==> src/rtl/irq_ctrl_multi.sv <==
// Multi-source interrupt controller: rising-edge capture into a pending bitmap,
// software mask, fixed priority (index 0 highest), req/ack handshake towards
// fetch and in-service tracking retired by RTI.
// Optional feature macro: IRQ_NEST_EN (nested preemption by higher-priority
// sources while in service).
module irq_ctrl_multi #(
  parameter int unsigned N_SRC      = 4,
  parameter int unsigned ADDR_W     = 32,
  parameter logic [ADDR_W-1:0] VEC_BASE   = '0,
  parameter logic [ADDR_W-1:0] VEC_STRIDE = ADDR_W'(4)
) (
  input  logic              clk,
  input  logic              reset,
  input  logic [N_SRC-1:0]  irq_in,
  input  logic              cfg_we,
  input  logic [N_SRC-1:0]  cfg_wdata,
  input  logic              irq_ack,
  input  logic              rti,
  output logic              irq_req,
  output logic [ADDR_W-1:0] irq_vec,
  output logic [N_SRC-1:0]  pending,
  output logic [N_SRC-1:0]  in_service,
  output logic              rti_err
);

  localparam int unsigned IdxW = (N_SRC > 1) ? $clog2(N_SRC) : 1;

  typedef enum logic [1:0] {StIdle, StReq, StServe} state_e;

  state_e            state_q, state_d;
  logic [N_SRC-1:0]  prev_q, pending_q, pending_d, mask_q, mask_d;
  logic [N_SRC-1:0]  in_service_q, in_service_d;
  logic [IdxW-1:0]   sel_q, sel_d;
  logic [ADDR_W-1:0] vec_q, vec_d;
  logic              req_q, req_d;
  logic              rti_err_q, rti_err_d;

  logic [N_SRC-1:0]  rise, cand, ack_mask, rti_mask;
  logic [IdxW-1:0]   cand_sel, hp;
  logic              cand_vld, ack_fire, rti_fire;

  // Lowest set index; returns 0 for an all-zero vector (callers gate on validity).
  function automatic logic [IdxW-1:0] lowest_idx(input logic [N_SRC-1:0] v);
    lowest_idx = '0;
    for (int i = N_SRC - 1; i >= 0; i--) begin
      if (v[i]) lowest_idx = IdxW'(i);
    end
  endfunction

  function automatic logic [ADDR_W-1:0] vec_of(input logic [IdxW-1:0] s);
    vec_of = VEC_BASE + ADDR_W'(s) * VEC_STRIDE;
  endfunction

  // Next-state logic for bitmaps, handshake and FSM.
  always_comb begin
    rise     = irq_in & ~prev_q;
    cand     = pending_q & mask_q;
    cand_vld = |cand;
    cand_sel = lowest_idx(cand);
    hp       = lowest_idx(in_service_q);

    ack_fire = (state_q == StReq) && irq_ack;
    ack_mask = ack_fire ? (N_SRC'(1) << sel_q) : '0;
    // RTI retires the lowest set in-service bit, using the pre-ack value.
    rti_fire = rti && (|in_service_q);
    rti_mask = rti_fire ? (in_service_q & (~in_service_q + N_SRC'(1))) : '0;

    // A new rising edge wins over an ack clear on the same bit.
    pending_d    = (pending_q & ~ack_mask) | rise;
    in_service_d = (in_service_q & ~rti_mask) | ack_mask;
    mask_d       = cfg_we ? cfg_wdata : mask_q;
    rti_err_d    = rti && !(|in_service_q);

    state_d = state_q;
    sel_d   = sel_q;
    vec_d   = vec_q;
    req_d   = req_q;

    unique case (state_q)
      StIdle: begin
        if (cand_vld) begin
          state_d = StReq;
          sel_d   = cand_sel;
          vec_d   = vec_of(cand_sel);
          req_d   = 1'b1;
        end
      end
      StReq: begin
        // Request stays latched until acked, even if masked or outranked.
        if (ack_fire) begin
          state_d = StServe;
          req_d   = 1'b0;
        end
      end
      StServe: begin
        if (in_service_d == '0) begin
          state_d = StIdle;
        end
`ifdef IRQ_NEST_EN
        else if (cand_vld && (cand_sel < hp)) begin
          state_d = StReq;
          sel_d   = cand_sel;
          vec_d   = vec_of(cand_sel);
          req_d   = 1'b1;
        end
`endif
      end
      default: begin
        state_d = StIdle;
        req_d   = 1'b0;
      end
    endcase
  end

  // State register with synchronous reset; outputs are registered here.
  always_ff @(posedge clk) begin
    if (reset) begin
      state_q      <= StIdle;
      prev_q       <= '0;
      pending_q    <= '0;
      mask_q       <= '0;
      in_service_q <= '0;
      sel_q        <= '0;
      vec_q        <= '0;
      req_q        <= 1'b0;
      rti_err_q    <= 1'b0;
    end else begin
      state_q      <= state_d;
      prev_q       <= irq_in;
      pending_q    <= pending_d;
      mask_q       <= mask_d;
      in_service_q <= in_service_d;
      sel_q        <= sel_d;
      vec_q        <= vec_d;
      req_q        <= req_d;
      rti_err_q    <= rti_err_d;
    end
  end

  assign irq_req    = req_q;
  assign irq_vec    = vec_q;
  assign pending    = pending_q;
  assign in_service = in_service_q;
  assign rti_err    = rti_err_q;

endmodule

==> config.mk <==
export PLATFORM = sky130hd
export DESIGN_NAME = irq_ctrl_multi
export DESIGN_NICKNAME = d
export VERILOG_FILES = /design/src/rtl/irq_ctrl_multi.sv
export SDC_FILE = /design/constraint.sdc
export NUM_CORES = 1
export LEC_CHECK = 0
export BUFFER_PORTS_ARGS = -buffer_cell sky130_fd_sc_hd__buf_2
export CORE_UTILIZATION = 48
export DETAILED_ROUTE_END_ITERATION = 7
export GPL_TIMING_DRIVEN = 0
export PLACE_DENSITY = 0.83
export RECOVER_POWER = 100
export SLEW_MARGIN = 10
export SYNTH_ARGS = -nofsm -noshare
export SYNTH_HDL_FRONTEND = slang
export SYNTH_SLANG_ARGS = --single-unit
==> constraint.sdc <==
create_clock -name clk -period 3.75 [get_ports clk]
set_clock_uncertainty 0.2 [all_clocks]
set_input_delay 0.75 -clock clk [delete_from_list [all_inputs] [get_ports clk]]
set_output_delay 0.75 -clock clk [all_outputs]
set_load 0.05 [all_outputs]
==> report_table.html <==
<table>
<tr><th>Metric</th><th>Value</th></tr>
<tr><th colspan="2">Yosys</th></tr>
<tr><td>Synthesized area</td><td>0.00109 mm²</td></tr>
<tr><td>EDFF count, synth</td><td>0</td></tr>
<tr><td>Async set-or-reset flop fraction in the synthesized netlist</td><td>0</td></tr>
<tr><td>Most instantiated flip-flop cell in the synthesis netlist</td><td>sky130_fd_sc_hd__dfxtp_1</td></tr>
<tr><td>Top area cells in the synthesized netlist</td><td>sky130_fd_sc_hd__dfxtp_1 (40%), sky130_fd_sc_hd__buf_4 (21%), sky130_fd_sc_hd__a21oi_1 (4.6%), sky130_fd_sc_hd__nor2b_1 (4.6%), sky130_fd_sc_hd__nor2_1 (4.5%)</td></tr>
<tr><td>Top-count cell post-synth</td><td>sky130_fd_sc_hd__buf_4</td></tr>
<tr><td>Sequential fraction of the synthesis area</td><td>0.405</td></tr>
<tr><td>Synth Area per Inst</td><td>8.85 µm²</td></tr>
<tr><td>Netlist cell types</td><td>29</td></tr>
<tr><td>Number of cells produced by synthesis</td><td>between 100 and 150</td></tr>
<tr><td>Number of register bits inferred by synthesis</td><td>22</td></tr>
<tr><td>Area fraction of the dominant cell type after synthesis</td><td>0.405</td></tr>
<tr><td>Number of warnings printed during yosys synthesis</td><td>0</td></tr>
<tr><td>Leading area contributor after synthesis</td><td>sky130_fd_sc_hd__dfxtp_1</td></tr>
<tr><td>Commonest cells in the netlist</td><td>sky130_fd_sc_hd__buf_4 (31), sky130_fd_sc_hd__dfxtp_1 (22), sky130_fd_sc_hd__nor2_1 (13)</td></tr>
<tr><th colspan="2">Power and ir drop</th></tr>
<tr><td>Int Pwr</td><td>0.398 mW</td></tr>
<tr><td>Max rail drop VDD</td><td>~0.24 mV</td></tr>
<tr><td>Switching fraction of total power</td><td>0.332</td></tr>
<tr><td>Part of the total power dissipated in sequential elements</td><td>0.430</td></tr>
<tr><td>Share of total power in combinational logic</td><td>0.270</td></tr>
<tr><td>Lkg Pwr</td><td>0.663 nW</td></tr>
<tr><td>Power consumption</td><td>0.596 mW</td></tr>
<tr><td>Net switching power figure</td><td>between 0.15 and 0.2 mW</td></tr>
<tr><td>Fraction of power consumed by the clock network</td><td>0.300</td></tr>
<tr><td>Ratio of total power to cell area</td><td>435 mW/mm²</td></tr>
<tr><th colspan="2">Final layout</th></tr>
<tr><td>Total area of multi-input combinational cells</td><td>500 µm²</td></tr>
<tr><td>Fraction of layout cells with a size suffix above 1</td><td>0.257</td></tr>
<tr><td>Growth of design area from synthesis to finish</td><td>26.0%</td></tr>
<tr><td>Utilization of the core after routing</td><td>0.672</td></tr>
<tr><td>Number of cells in the finished layout apart from fillers</td><td>206</td></tr>
<tr><td>ANT cells</td><td>0</td></tr>
<tr><td>Net count reported at finish</td><td>193</td></tr>
<tr><td>Storage cell area</td><td>440 µm²</td></tr>
<tr><td>Number of fill cells</td><td>194</td></tr>
<tr><td>Final Cell Area</td><td>about 0.0014 mm²</td></tr>
<tr><th colspan="2">Global route</th></tr>
<tr><td>Maximum number of pins on one net before global-route repair</td><td>14</td></tr>
<tr><td>Wire length of the first global-routing pass</td><td>around 3.1 mm</td></tr>
<tr><td>Via count of the first global-routing pass</td><td>about 760</td></tr>
<tr><td>Overall Global Routing Usage</td><td>0.167</td></tr>
<tr><td>Sum of overflow across all layers after global routing</td><td>0</td></tr>
<tr><td>Initial antenna violation count</td><td>0</td></tr>
<tr><th colspan="2">Timing</th></tr>
<tr><td>Final-report max-slew violation count</td><td>0</td></tr>
<tr><td>Period utilisation layout</td><td>0.583</td></tr>
<tr><td>Minimum period implied by the final worst setup slack</td><td>between 2000 and 2500 ps</td></tr>
<tr><td>Endpoints failing setup</td><td>0</td></tr>
<tr><td>Top achievable clock speed</td><td>0.457 GHz</td></tr>
<tr><td>Final Hold Fails</td><td>0</td></tr>
<tr><td>Final sum of negative setup slack</td><td>0 ps</td></tr>
<tr><td>Setup repair after global routing missed its margin</td><td>false</td></tr>
<tr><td>Worst slew slack as a fraction of its limit</td><td>0.602</td></tr>
<tr><td>Transition time at the pin with the least slew margin</td><td>599 ps</td></tr>
<tr><th colspan="2">Floorplanning</th></tr>
<tr><td>Top Ports</td><td>55</td></tr>
<tr><td>Initial Util</td><td>0.533</td></tr>
<tr><td>Die Outline Area</td><td>0.00246 mm²</td></tr>
<tr><td>Die Span Y</td><td>49.6 µm</td></tr>
<tr><td>DIE WIDTH</td><td>a little under 50 µm</td></tr>
<tr><td>CORE AREA</td><td>0.00204 mm²</td></tr>
<tr><td>Standard-cell rows</td><td>16</td></tr>
<tr><th colspan="2">Worst setup path</th></tr>
<tr><td>Worst setup path category</td><td>reg -&gt; out</td></tr>
<tr><td>Critical path's largest stage delay</td><td>490 ps</td></tr>
<tr><td>Endpoint arrival time on the critical path</td><td>roughly 1200 ps</td></tr>
<tr><td>Critical path cell sequence</td><td>clkbuf_1</td></tr>
<tr><td>Cell with the largest stage delay on the worst path</td><td>sky130_fd_sc_hd__clkbuf_1</td></tr>
<tr><td>Maximum net fanout on the critical path</td><td>5</td></tr>
<tr><td>Required time worst endpoint</td><td>2800 ps</td></tr>
<tr><td>Critical Path End Type</td><td>primary output</td></tr>
<tr><td>Crit-path leading delay family</td><td>buffers and inverters</td></tr>
<tr><td>Startpoint type of the worst setup path</td><td>flip-flop</td></tr>
<tr><td>Number of buffers and inverters on the critical path</td><td>1</td></tr>
<tr><th colspan="2">Clock tree</th></tr>
<tr><td>Clock sink count</td><td>22</td></tr>
<tr><td>Total of hold buffers inserted after clock tree synthesis</td><td>0</td></tr>
<tr><td>Clk root buf</td><td>sky130_fd_sc_hd__clkbuf_4</td></tr>
<tr><td>CTS tree</td><td>built</td></tr>
<tr><td>Number of buffers inserted by post-CTS setup repair</td><td>0</td></tr>
<tr><td>Post-CTS clock slew at the launch and capture registers of the worst setup and hold paths</td><td>between 100 and 150 ps</td></tr>
<tr><td>Clock buffer count from CTS</td><td>3</td></tr>
<tr><td>Clk Latency, worst-skew pair</td><td>roughly 310 ps</td></tr>
<tr><td>Maximum level of the CTS H-tree</td><td>1</td></tr>
<tr><td>Total of cells resized after clock tree synthesis</td><td>0</td></tr>
<tr><td>Maximum count of clock buffers along a single path</td><td>2</td></tr>
<tr><th colspan="2">Placed design</th></tr>
<tr><td>Instance count after placement with tap cells included</td><td>about 200</td></tr>
<tr><td>IO buf count</td><td>23</td></tr>
<tr><td>Final weighted congestion in routability-driven placement</td><td>0.763</td></tr>
<tr><td>Cell area after placement</td><td>0.00135 mm²</td></tr>
<tr><td>DPL Wire Length</td><td>1.59 mm</td></tr>
<tr><th colspan="2">Drt</th></tr>
<tr><td>WL/cell</td><td>9.74 µm</td></tr>
<tr><td>Initial drt markers</td><td>24</td></tr>
<tr><td>Via Count</td><td>916</td></tr>
<tr><td>Count of unresolved DRC violations after routing</td><td>0</td></tr>
<tr><td>Number of vias per cell</td><td>4.45</td></tr>
<tr><td>Total wire length after detailed routing</td><td>2.01 mm</td></tr>
<tr><td>Post-route antenna net violation count</td><td>0</td></tr>
<tr><td>1st-pass router iterations</td><td>4</td></tr>
<tr><th colspan="2">Job</th></tr>
<tr><td>Maxcap violations</td><td>0</td></tr>
<tr><th colspan="2">Hold path</th></tr>
<tr><td>Worst min path class</td><td>reg -&gt; reg</td></tr>
<tr><th colspan="2">Outcome</th></tr>
<tr><td>Result of the run</td><td>completed</td></tr>
</table>
cells in the final DEF (no fill, tap or decap):
cell type / instances
sky130_fd_sc_hd__buf_4: 31
sky130_fd_sc_hd__conb_1: 30
sky130_fd_sc_hd__dfxtp_1: 22
sky130_fd_sc_hd__clkbuf_1: 18
sky130_fd_sc_hd__nor2_1: 13
sky130_fd_sc_hd__a21oi_1: 10
sky130_fd_sc_hd__nor2b_1: 8
sky130_fd_sc_hd__buf_2: 8
sky130_fd_sc_hd__mux2i_1: 4
sky130_fd_sc_hd__nand2_1: 4
sky130_fd_sc_hd__o21ai_0: 3
sky130_fd_sc_hd__nor3_1: 3
sky130_fd_sc_hd__clkbuf_4: 3
sky130_fd_sc_hd__or3_1: 2
sky130_fd_sc_hd__nand2b_1: 2
sky130_fd_sc_hd__a22oi_1: 2
sky130_fd_sc_hd__nand2b_4: 1
sky130_fd_sc_hd__or2_2: 1
sky130_fd_sc_hd__nor4_1: 1
sky130_fd_sc_hd__nand4b_1: 1
sky130_fd_sc_hd__inv_1: 1
sky130_fd_sc_hd__nand3b_2: 1
sky130_fd_sc_hd__a211oi_1: 1
sky130_fd_sc_hd__a32o_1: 1
sky130_fd_sc_hd__nand3_1: 1
sky130_fd_sc_hd__o31ai_1: 1
sky130_fd_sc_hd__a2111oi_0: 1
sky130_fd_sc_hd__o211ai_1: 1
sky130_fd_sc_hd__o2111ai_1: 1
sky130_fd_sc_hd__a31oi_1: 1
sky130_fd_sc_hd__or2_0: 1
sky130_fd_sc_hd__bufinv_16: 1
layout make-up:
cell class	instances	area share
clock inverters	1	0.0219
plain buffers	34	0.178
well taps	27	0.0246
multi-input cells	95	0.365
flip-flops and latches	22	0.321
clock buffers	3	0.0164
inverters	1	0.00274
repair buffers	23	0.0703
path summary, 6_finish.rpt:
kind	startpoint	slack, ps	cells after the start	end
setup / recovery	sel_q[1]$_SDFFE_PP0P_	1560	1	irq_vec[3]
hold / removal	prev_q[2]$_SDFF_PP0_	300	2	pending[2]$_SDFF_PP0_
setup reg to reg	pending[1]$_SDFF_PP0_	2180	4	sel_q[0]$_SDFFE_PP0P_
hold reg to reg	prev_q[2]$_SDFF_PP0_	300	2	pending[2]$_SDFF_PP0_
state kept, by name, indices dropped and copies added (netlist names):
register,count
state_q,2
irq_req,1
prev_q,4
in_service,4
rti_err,1
sel_q,2
mask_q,4
pending,4
power by group through the flow:
stage	Combinational, mW	Sequential (mW)	Clock (mW)
after floorplan	0.120	0.282	0
after global placement	0.161	0.260	0
after detailed placement	0.163	0.261	0
after CTS	0.163	0.256	0.184
after global routing	0.169	0.258	0.194
final	0.161	0.256	0.178
through the flow:
step / hold WS (ps) / worst slack (ps)
CTS: 302 / 1760
global route: 321 / 1480
global placement: 271 / 1910
floorplan: 262 / 2080
detailed placement: 282 / 1880
finish: 298 / 1560
cell families after synthesis:
| family | share of synthesized area |
|---|---|
| AOI/OAI and AO/OA | 0.125 |
| buffers and inverters | 0.228 |
| DFF | 0.405 |
| muxes | 0.0368 |
| other | 0.00344 |
| and+or+nand+nor | 0.202 |
routing by layer:
metal | share of wire | track usage | vias to the layer above
li1 | - | - | 468
met1 | 0.43 | 0.178 | 398
met2 | 0.49 | 0.304 | 48
met3 | 0.078 | 0.0278 | 2
met4 | 0.0075 | 0.0952 | 0
met5 | 0 | 0 | -
Power figures use the tool's default switching activity.
